### config.mk
export PLATFORM = sky130hd
export DESIGN_NAME = reaction_fsm
export DESIGN_NICKNAME = d
export VERILOG_FILES = /design/src/rtl/reaction_fsm.sv
export SDC_FILE = /design/constraint.sdc
export NUM_CORES = 1
export LEC_CHECK = 0
export CORE_UTILIZATION = 50
export CTS_BUF_LIST = sky130_fd_sc_hd__clkbuf_4 sky130_fd_sc_hd__clkbuf_8
export DETAILED_ROUTE_END_ITERATION = 7
export PLACE_DENSITY = 0.75
export RECOVER_POWER = 25
export SYNTH_ARGS = -nofsm -noshare
export SYNTH_HDL_FRONTEND = slang
export SYNTH_SLANG_ARGS = --single-unit
### constraint.sdc
create_clock -name clk -period 4.65 [get_ports clk]
set_input_delay 0.465 -clock clk [delete_from_list [all_inputs] [get_ports clk]]
set_output_delay 0.465 -clock clk [all_outputs]
set_load 0.005 [all_outputs]
### src/rtl/reaction_fsm.sv
// Reaction-timer control: debounced keys, pseudo-random pre-start wait,
// millisecond reaction count with timeout and false-start detection.

module reaction_fsm_key #(
  parameter int DEBOUNCE_CYCLES = 500000
) (
  input  logic clk,
  input  logic rst,
  input  logic key_n,
  output logic press
);
  localparam int CW = $clog2(DEBOUNCE_CYCLES + 1);

  logic          meta_q, meta_d;
  logic          sync_q, sync_d;
  logic          level_q, level_d;
  logic [CW-1:0] cnt_q, cnt_d;
  logic          press_q, press_d;

  // level_q is the accepted level, 1 = pressed; the counter holds how many
  // consecutive synced samples have disagreed with it so far.
  always_comb begin
    meta_d  = key_n;
    sync_d  = meta_q;
    level_d = level_q;
    cnt_d   = '0;
    press_d = 1'b0;
    if (~sync_q != level_q) begin
      if (cnt_q == CW'(DEBOUNCE_CYCLES - 1)) begin
        level_d = ~level_q;
        press_d = ~level_q;
      end else begin
        cnt_d = cnt_q + CW'(1);
      end
    end
  end

  always_ff @(posedge clk or posedge rst) begin
    if (rst) begin
      meta_q  <= 1'b1;
      sync_q  <= 1'b1;
      level_q <= 1'b0;
      cnt_q   <= '0;
      press_q <= 1'b0;
    end else begin
      meta_q  <= meta_d;
      sync_q  <= sync_d;
      level_q <= level_d;
      cnt_q   <= cnt_d;
      press_q <= press_d;
    end
  end

  assign press = press_q;
endmodule

module reaction_fsm #(
  parameter int TICK_DIV        = 50000,
  parameter int DEBOUNCE_CYCLES = 500000,
  parameter int MIN_DELAY_MS    = 1000,
  parameter int DELAY_BITS      = 11,
  parameter int MAX_MS          = 9999
) (
  input  logic        clk,
  input  logic        rst,
  input  logic        key_start_n,
  input  logic        key_stop_n,
  output logic        start,
  output logic        stop,
  output logic [13:0] reaction_ms,
  output logic        valid,
  output logic        foul,
  output logic        timeout,
  output logic        busy
);
  localparam int DW = $clog2(MIN_DELAY_MS + (1 << DELAY_BITS));
  localparam int TW = (TICK_DIV > 1) ? $clog2(TICK_DIV) : 1;
  localparam logic [DW-1:0] MIN_DELAY = DW'(MIN_DELAY_MS);

  typedef enum logic [2:0] {
    S_IDLE,
    S_WAIT_RAND,
    S_TIMING,
    S_DONE,
    S_FOUL
  } state_t;

  logic start_press, stop_press;

  reaction_fsm_key #(.DEBOUNCE_CYCLES(DEBOUNCE_CYCLES)) u_key_start (
    .clk   (clk),
    .rst   (rst),
    .key_n (key_start_n),
    .press (start_press)
  );

  reaction_fsm_key #(.DEBOUNCE_CYCLES(DEBOUNCE_CYCLES)) u_key_stop (
    .clk   (clk),
    .rst   (rst),
    .key_n (key_stop_n),
    .press (stop_press)
  );

  state_t        state_q, state_d;
  logic [15:0]   lfsr_q, lfsr_d;
  logic [TW-1:0] tick_cnt_q, tick_cnt_d;
  logic [DW-1:0] delay_q, delay_d;
  logic [13:0]   react_q, react_d;
  logic          timeout_q, timeout_d;
  logic          start_q, start_d;
  logic          stop_q, stop_d;
  logic          valid_q, valid_d;
  logic          foul_q, foul_d;
  logic          busy_q, busy_d;
  logic          tick;
  logic          new_round;

  always_comb begin
    lfsr_d     = {lfsr_q[14:0], lfsr_q[15] ^ lfsr_q[13] ^ lfsr_q[12] ^ lfsr_q[10]};
    tick       = (tick_cnt_q == TW'(TICK_DIV - 1));
    tick_cnt_d = tick ? '0 : tick_cnt_q + TW'(1);
    state_d    = state_q;
    delay_d    = delay_q;
    react_d    = react_q;
    timeout_d  = timeout_q;
    new_round  = 1'b0;

    case (state_q)
      S_IDLE, S_DONE, S_FOUL: begin
        new_round = start_press;
      end
      S_WAIT_RAND: begin
        if (stop_press) begin
          state_d = S_FOUL;
        end else if (tick) begin
          if (delay_q <= DW'(1)) begin
            state_d    = S_TIMING;
            delay_d    = '0;
            react_d    = '0;
            tick_cnt_d = '0;
          end else begin
            delay_d = delay_q - DW'(1);
          end
        end
      end
      S_TIMING: begin
        // A stop press freezes the count, even against a coincident tick.
        if (stop_press) begin
          state_d = S_DONE;
        end else if (tick && (react_q < 14'(MAX_MS))) begin
          react_d = react_q + 14'd1;
          if (react_q == 14'(MAX_MS - 1)) begin
            state_d   = S_DONE;
            timeout_d = 1'b1;
          end
        end
      end
      default: begin
        state_d = S_IDLE;
      end
    endcase

    if (new_round) begin
      state_d    = S_WAIT_RAND;
      delay_d    = MIN_DELAY + DW'(lfsr_q[DELAY_BITS-1:0]);
      react_d    = '0;
      timeout_d  = 1'b0;
      tick_cnt_d = '0;
    end

    start_d = (state_d == S_TIMING);
    stop_d  = (state_d == S_DONE) || (state_d == S_FOUL);
    valid_d = (state_d == S_DONE);
    foul_d  = (state_d == S_FOUL);
    busy_d  = (state_d == S_WAIT_RAND) || (state_d == S_TIMING);
  end

  always_ff @(posedge clk or posedge rst) begin
    if (rst) begin
      state_q    <= S_IDLE;
      lfsr_q     <= 16'hACE1;
      tick_cnt_q <= '0;
      delay_q    <= '0;
      react_q    <= '0;
      timeout_q  <= 1'b0;
      start_q    <= 1'b0;
      stop_q     <= 1'b0;
      valid_q    <= 1'b0;
      foul_q     <= 1'b0;
      busy_q     <= 1'b0;
    end else begin
      state_q    <= state_d;
      lfsr_q     <= lfsr_d;
      tick_cnt_q <= tick_cnt_d;
      delay_q    <= delay_d;
      react_q    <= react_d;
      timeout_q  <= timeout_d;
      start_q    <= start_d;
      stop_q     <= stop_d;
      valid_q    <= valid_d;
      foul_q     <= foul_d;
      busy_q     <= busy_d;
    end
  end

  assign start       = start_q;
  assign stop        = stop_q;
  assign reaction_ms = react_q;
  assign valid       = valid_q;
  assign foul        = foul_q;
  assign timeout     = timeout_q;
  assign busy        = busy_q;
endmodule

==> Yosys cells after proc, flatten, opt, wreduce, memory -nomap -nowiden <==
Index checks and enable logic that the tools add are counted.
{ "word_totals": {"ff_bits": 113, "wordCells": 112} }
{ "classes": {"add_sub_neg": 6, "n_lt_le_gt_ge": 2, "n_eq_ne": 20, "mux": 40, "n_bitwise": 7, "n_reduce_logical": 16} }
{ "op_table": {"columns": ["cell", "n"], "rows": [
  ["$mux 16", 6],
  ["$mux 14", 6],
  ["$mux 19", 4],
  ["$mux 12", 5],
  ["$add 19x1->19 const B", 2],
  ["$eq 19x19->1 const B", 2],
  ["$pmux 14 s2", 1],
  ["$mux 3", 7],
  ["$add 16x1->16 const B", 1],
  ["$eq 16x16->1 const B", 1],
  ["$ne 3x3->1 const B", 5],
  ["$add 14x1->14 const B", 1],
  ["$eq 14x14->1 const B", 1],
  ["$lt 14x14->1 const B", 1],
  ["$add 10x11->12 const A", 1],
  ["$eq 3x2->1 const B", 4],
  ["$le 12x1->1 const B", 1],
  ["$sub 12x1->12 const B", 1],
  ["$mux 1", 10],
  ["$reduce_bool 2->1", 5],
  ["$pmux 3 s3", 1],
  ["$eq 3x1->1 const B", 2],
  ["$eq 3x3->1 const B", 2],
  ["$reduce_and 6->1", 1],
  ["other kinds (12)", 20]
]} }

==> Logic depth before layout (Yosys ltp) <==
{ "depth": {"ltp_word": 8, "ltp_mapped": 8} }

==> By module <==
Synthesis repeated with hierarchy kept, for this count alone.
{ "hier_totals": {"cells_unflattened": 557, "area_unflattened_um2": 5710.5} }
{ "by_module_without_submodules": {"columns": ["mod", "instances", "cells_each", "area_per_inst_um2"], "rows": [
  ["reaction_fsm", 1, 341, 3435.8],
  ["reaction_fsm_key", 2, 108, 1137.3]
]} }

==> Worst setup path before layout <==
No wires, ideal clock.
{ "synth_timing": {"kind": "flip-flop to flip-flop", "startpoint": "register delay_q[4]", "endpoint": "register react_q[11], in the netlist reaction_ms[11]", "setup_time_ns": 0.077, "arrival_time_ns": 2.239, "required_ns": 4.573, "slack_ns": 2.334, "stages_incl_launch_ff": 8, "path_buffers": 1, "period_less_slack_ns": 2.316, "path_cell_list": "dfrtp_1 > or4_1 > or2_1 > buf_6 > nor3_4 > o2111ai_1 > or3_1 > a21oi_1"} }
{ "synth_between": {"elab_chain_len": 3} }
{ "synth_rtl": {"columns": ["element", "line", "text"], "rows": [
  ["from (decl)", "107", "logic [DW-1:0] delay_q, delay_d;"],
  ["from (signal assigned)", "195", "delay_q <= delay_d;"],
  ["$le 12x1->1", "136", "if (delay_q <= DW'(1)) begin"],
  ["$ne 3x3->1 (no source line)", null, null],
  ["$reduce_and 6->1 (no source line)", null, null],
  ["to (signal assigned)", "196", "react_q <= react_d;"],
  ["to (decl)", "108", "logic [13:0] react_q, react_d;"]
]} }
No other way between the ends.
A chain may end at the register's enable or synchronous reset.

==> Worst setup path in the final report <==
{ "layout_timing": {"startpoint": "register delay_q[4]", "endpoint": "register react_q[5], in the netlist reaction_ms[5]"} }
Same word-level chain as after synthesis.

==> metrics.md <==
| Metric | Value |
|---|---|
| Status | `complete, no violations` |
| Netlist Area Pre-Place | `5320 µm²` |
| Max cap viols | `0` |
| Worst skew pair latency | `0.42 ns` |
| GP Congestion | `0.876` |
| Die Y | `105 µm` |
| Combinational power share | `1.7%` |
| Power per cell area | `328 nW/µm²` |
| Hold Path Class | `reg2reg` |
| Multiplexer share of the synthesized area | `0.188%` |
| Share of cells above drive strength 1 | `8.85%` |
| Synth Area in Compound Gates | `8.83%` |
| Ys Warns | `0` |
| I/O pin count | `24` |
| Final nets | `564` |
| Most frequent cell after synthesis | `dfrtp_1` |
| Post-synthesis adder-cell area fraction | `1.88%` |
| Synth async-reset ratio | `100%` |
| Routed WL per cell | `14.2 µm` |
| Data arrival, critical path | `2.96 ns` |
| Clock share of power | `48.5%` |
| Req. time, crit path | `4.98 ns` |
| RSZ-0062 raised after global routing | `false` |
| Post-synthesis simple-gate area fraction | `22.9%` |
| ANT nets after route | `0` |
| Reg clk slew, reported paths | `0.07 ns` |
| TritonCTS clock tree | `done` |
| WL final | `9960 µm` |
| Fin. max-slew vios | `0` |
| #FFs+latches synth | `113` |
| Global Route Usage Sum | `20.2%` |
| Die ar. | `11,000 µm²` |
| Buffers on Ports | `23` |
| Max Clk Rate | `0.381 GHz` |
| Net load switching power | `452 µW` |
| CTS root buf | `clkbuf_8` |
| Resized Gates After CTS | `0` |
| Finish-stage setup viols | `0` |
| Via count | `3,892` |
| Iteration-0 DRC count of the detailed router | `170` |
| Final Skew | `0.0140 ns` |
| Worst Path Max Fanout | `8` |
| Post-Synth XOR/XNOR Area | `10.9%` |
| Critical path endpoint category | `flop` |
| First-pass GRT wire length | `17,600 µm` |
| Mapped Avg Cell Area | `10.2 µm²` |
| DRC Markers | `0` |
| Post-synth top area cell | `dfrtp_1` |
| Post-Syn Nets | `533` |
| CTS buffer count | `17` |
| Synth top area share | `47.5%` |
| Postcts setup bufs | `0` |
| Vias in the first global route | `3,829` |
| Initial antenna violation count | `0` |
| Pint | `1.55 mW` |
| Worst slew margin | `30.6%` |
| H-tree levels | `4` |
| Top post-synthesis cells by area | `dfrtp_1 (48%), nor2_1 (6.2%), xor2_1 (6.1%)` |
| Largest net degree at the start of global routing | `86` |
| Clock buffer depth | `2` |
| Rows | `37` |
| Gr ovfl total | `0` |
| Die Span X | `105 µm` |
| Via/cell ratio | `5.55` |
| Overall power | `2.00 mW` |
| Register area share after synthesis | `53.5%` |
| Tmin final | `2.62 ns` |
| Largest family of logic cells by synthesized area | `simple AND/OR/NAND/NOR gates` |
| Switching share of total power | `22.6%` |
| Static leakage | `2.69 nW` |
| Largest vdd supply drop | `0.000261 V` |
| WS Path Type | `reg2reg` |
| Prevailing post-synth register cell | `dfrtp_1` |
| Setup TNS Final | `0 ns` |
| Startpoint types | `flop` |
| Worst-Margin Slew | `1.04 ns` |
| TritonRoute pass-1 iters | `4` |
| Filler cells | `842` |
| Post-synth EDFFs | `0` |
| Core Area | `10,300 µm²` |
| Commonest cells post-synth | `dfrtp_1 (101), nor2_1 (88), xor2_1 (37)` |
| Diode count | `0` |
| Final worst-path cycle share | `56.4%` |
| Gate Count Post-Synth | `521` |
| Hold Buf Count CTS | `0` |
| Post-synth cell types | `56` |
| Layout area overhead | `14.8%` |
| Sequential power share | `49.8%` |
| Initial Util | `51.5%` |
| Clock sink count | `113` |
| Fin. Hold Viols | `0` |
| Post-DP HPWL | `6710 µm` |
stage by stage:
stage | cell area, µm² | instances | hold WS, ns | utilization, % | setup slack [ns]
after floorplan | 5320 | 521 | 0.333 | - | 1.22
after global placement | 5670 | 669 | 0.337 | 55.0 | 2.14
after detailed placement | 5670 | 669 | 0.347 | 55.0 | 2.10
after CTS | 6100 | 701 | 0.358 | 59.1 | 2.04
after global routing | 6100 | 701 | 0.362 | 59.1 | 1.76
final | 6100 | 701 | 0.361 | 59.1 | 2.03
kinds of logic after synthesis:
| logic type | count (synthesis) |
|---|---|
| adders and majority gates | 8 |
| buffers and inverters | 24 |
| AOI/OAI and AO/OA | 68 |
| muxes | 1 |
| xor gates and xnor gates | 66 |
| and+or+nand+nor | 241 |
| DFF | 113 |
layer usage:
layer	track usage, %	up-vias	part of all wire, %
met3	5.68	9	3.5
met5	0	-	0
li1	-	1896	-
met4	8.05	0	0.93
met2	31.3	77	48
met1	26.8	1910	47
final timing paths:
kind / start / endpoint / slack [ns] / cells past startpoint
max: delay_q[4] / reaction_ms[5] / 2.03 / 6
max reg2reg: delay_q[4] / reaction_ms[5] / 2.03 / 6
min reg2reg: u_key_start.meta_q / u_key_start.sync_q / 0.36 / 0
min in group asynchronous: rst / u_key_start.cnt_q[0] / 0.76 / 2
min: u_key_start.meta_q / u_key_start.sync_q / 0.36 / 0
max in group asynchronous: rst / tick_cnt_q[5] / 2.92 / 3
sequential cells by signal (all words and copies together), names as in the netlist:
signal               flops
u_key_start.press        1
tick_cnt_q              16
u_key_stop.cnt_q        19
delay_q                 12
u_key_stop.press         1
u_key_start.level_q      1
u_key_start.sync_q       1
state_q                  3
stop                     1
u_key_start.cnt_q       19
lfsr_q                  16
u_key_start.meta_q       1
u_key_stop.sync_q        1
reaction_ms             14
foul                     1
start                    1
valid                    1
u_key_stop.meta_q        1
timeout                  1
u_key_stop.level_q       1
busy                     1
critical path, cell delays in order, from the launching register on:
cell and delay (ns):
dfrtp_1 0.44, or4_1 0.56, or2_1 0.35, nor3_4 0.36
o21ai_1 0.27, or3_1 0.40, a21oi_1 0.17
layout by cell type, fill, tap and decap left out, types with 4 or more instances in the layout:
master / count
and4_1: 7
clkdlybuf4s50_1: 20
or3_1: 7
and3_1: 14
nor2_1: 88
nand4_1: 13
nand2_1: 34
dfrtp_1: 101
o211ai_1: 7
o21ai_1: 4
xor2_1: 37
dfstp_1: 6
nor3b_1: 5
nand3_1: 27
a21oi_1: 15
dfstp_2: 6
ha_1: 8
or2_2: 4
xnor2_1: 29
clkinv_4: 5
clkbuf_8: 18
nor3_1: 10
nor4_1: 8
inv_1: 11
o21ai_0: 12
cell type report:
class                           count  area (µm²)  share of cell area [%]
Clock buffer                       18         248                    4.06
Clock inverter                     14         180                    2.95
Inverter                           12        47.5                   0.779
Multi-Input combinational cell    384        2370                    38.9
Sequential cell                   113        2840                    46.6
Tap cell                          136         170                    2.79
Timing Repair Buffer               24         238                    3.90
power groups by stage:
stage                     registers, mW  clock network (mW)  logic [mW]
after floorplan                    1.01                   0      0.0263
after global placement             1.01                   0      0.0361
after detailed placement           1.01                   0      0.0368
after CTS                         0.996               0.996      0.0370
after global routing              0.997                1.04      0.0418
final                             0.996               0.971      0.0348
No activity file was read; power rests on OpenSTA's default activity.
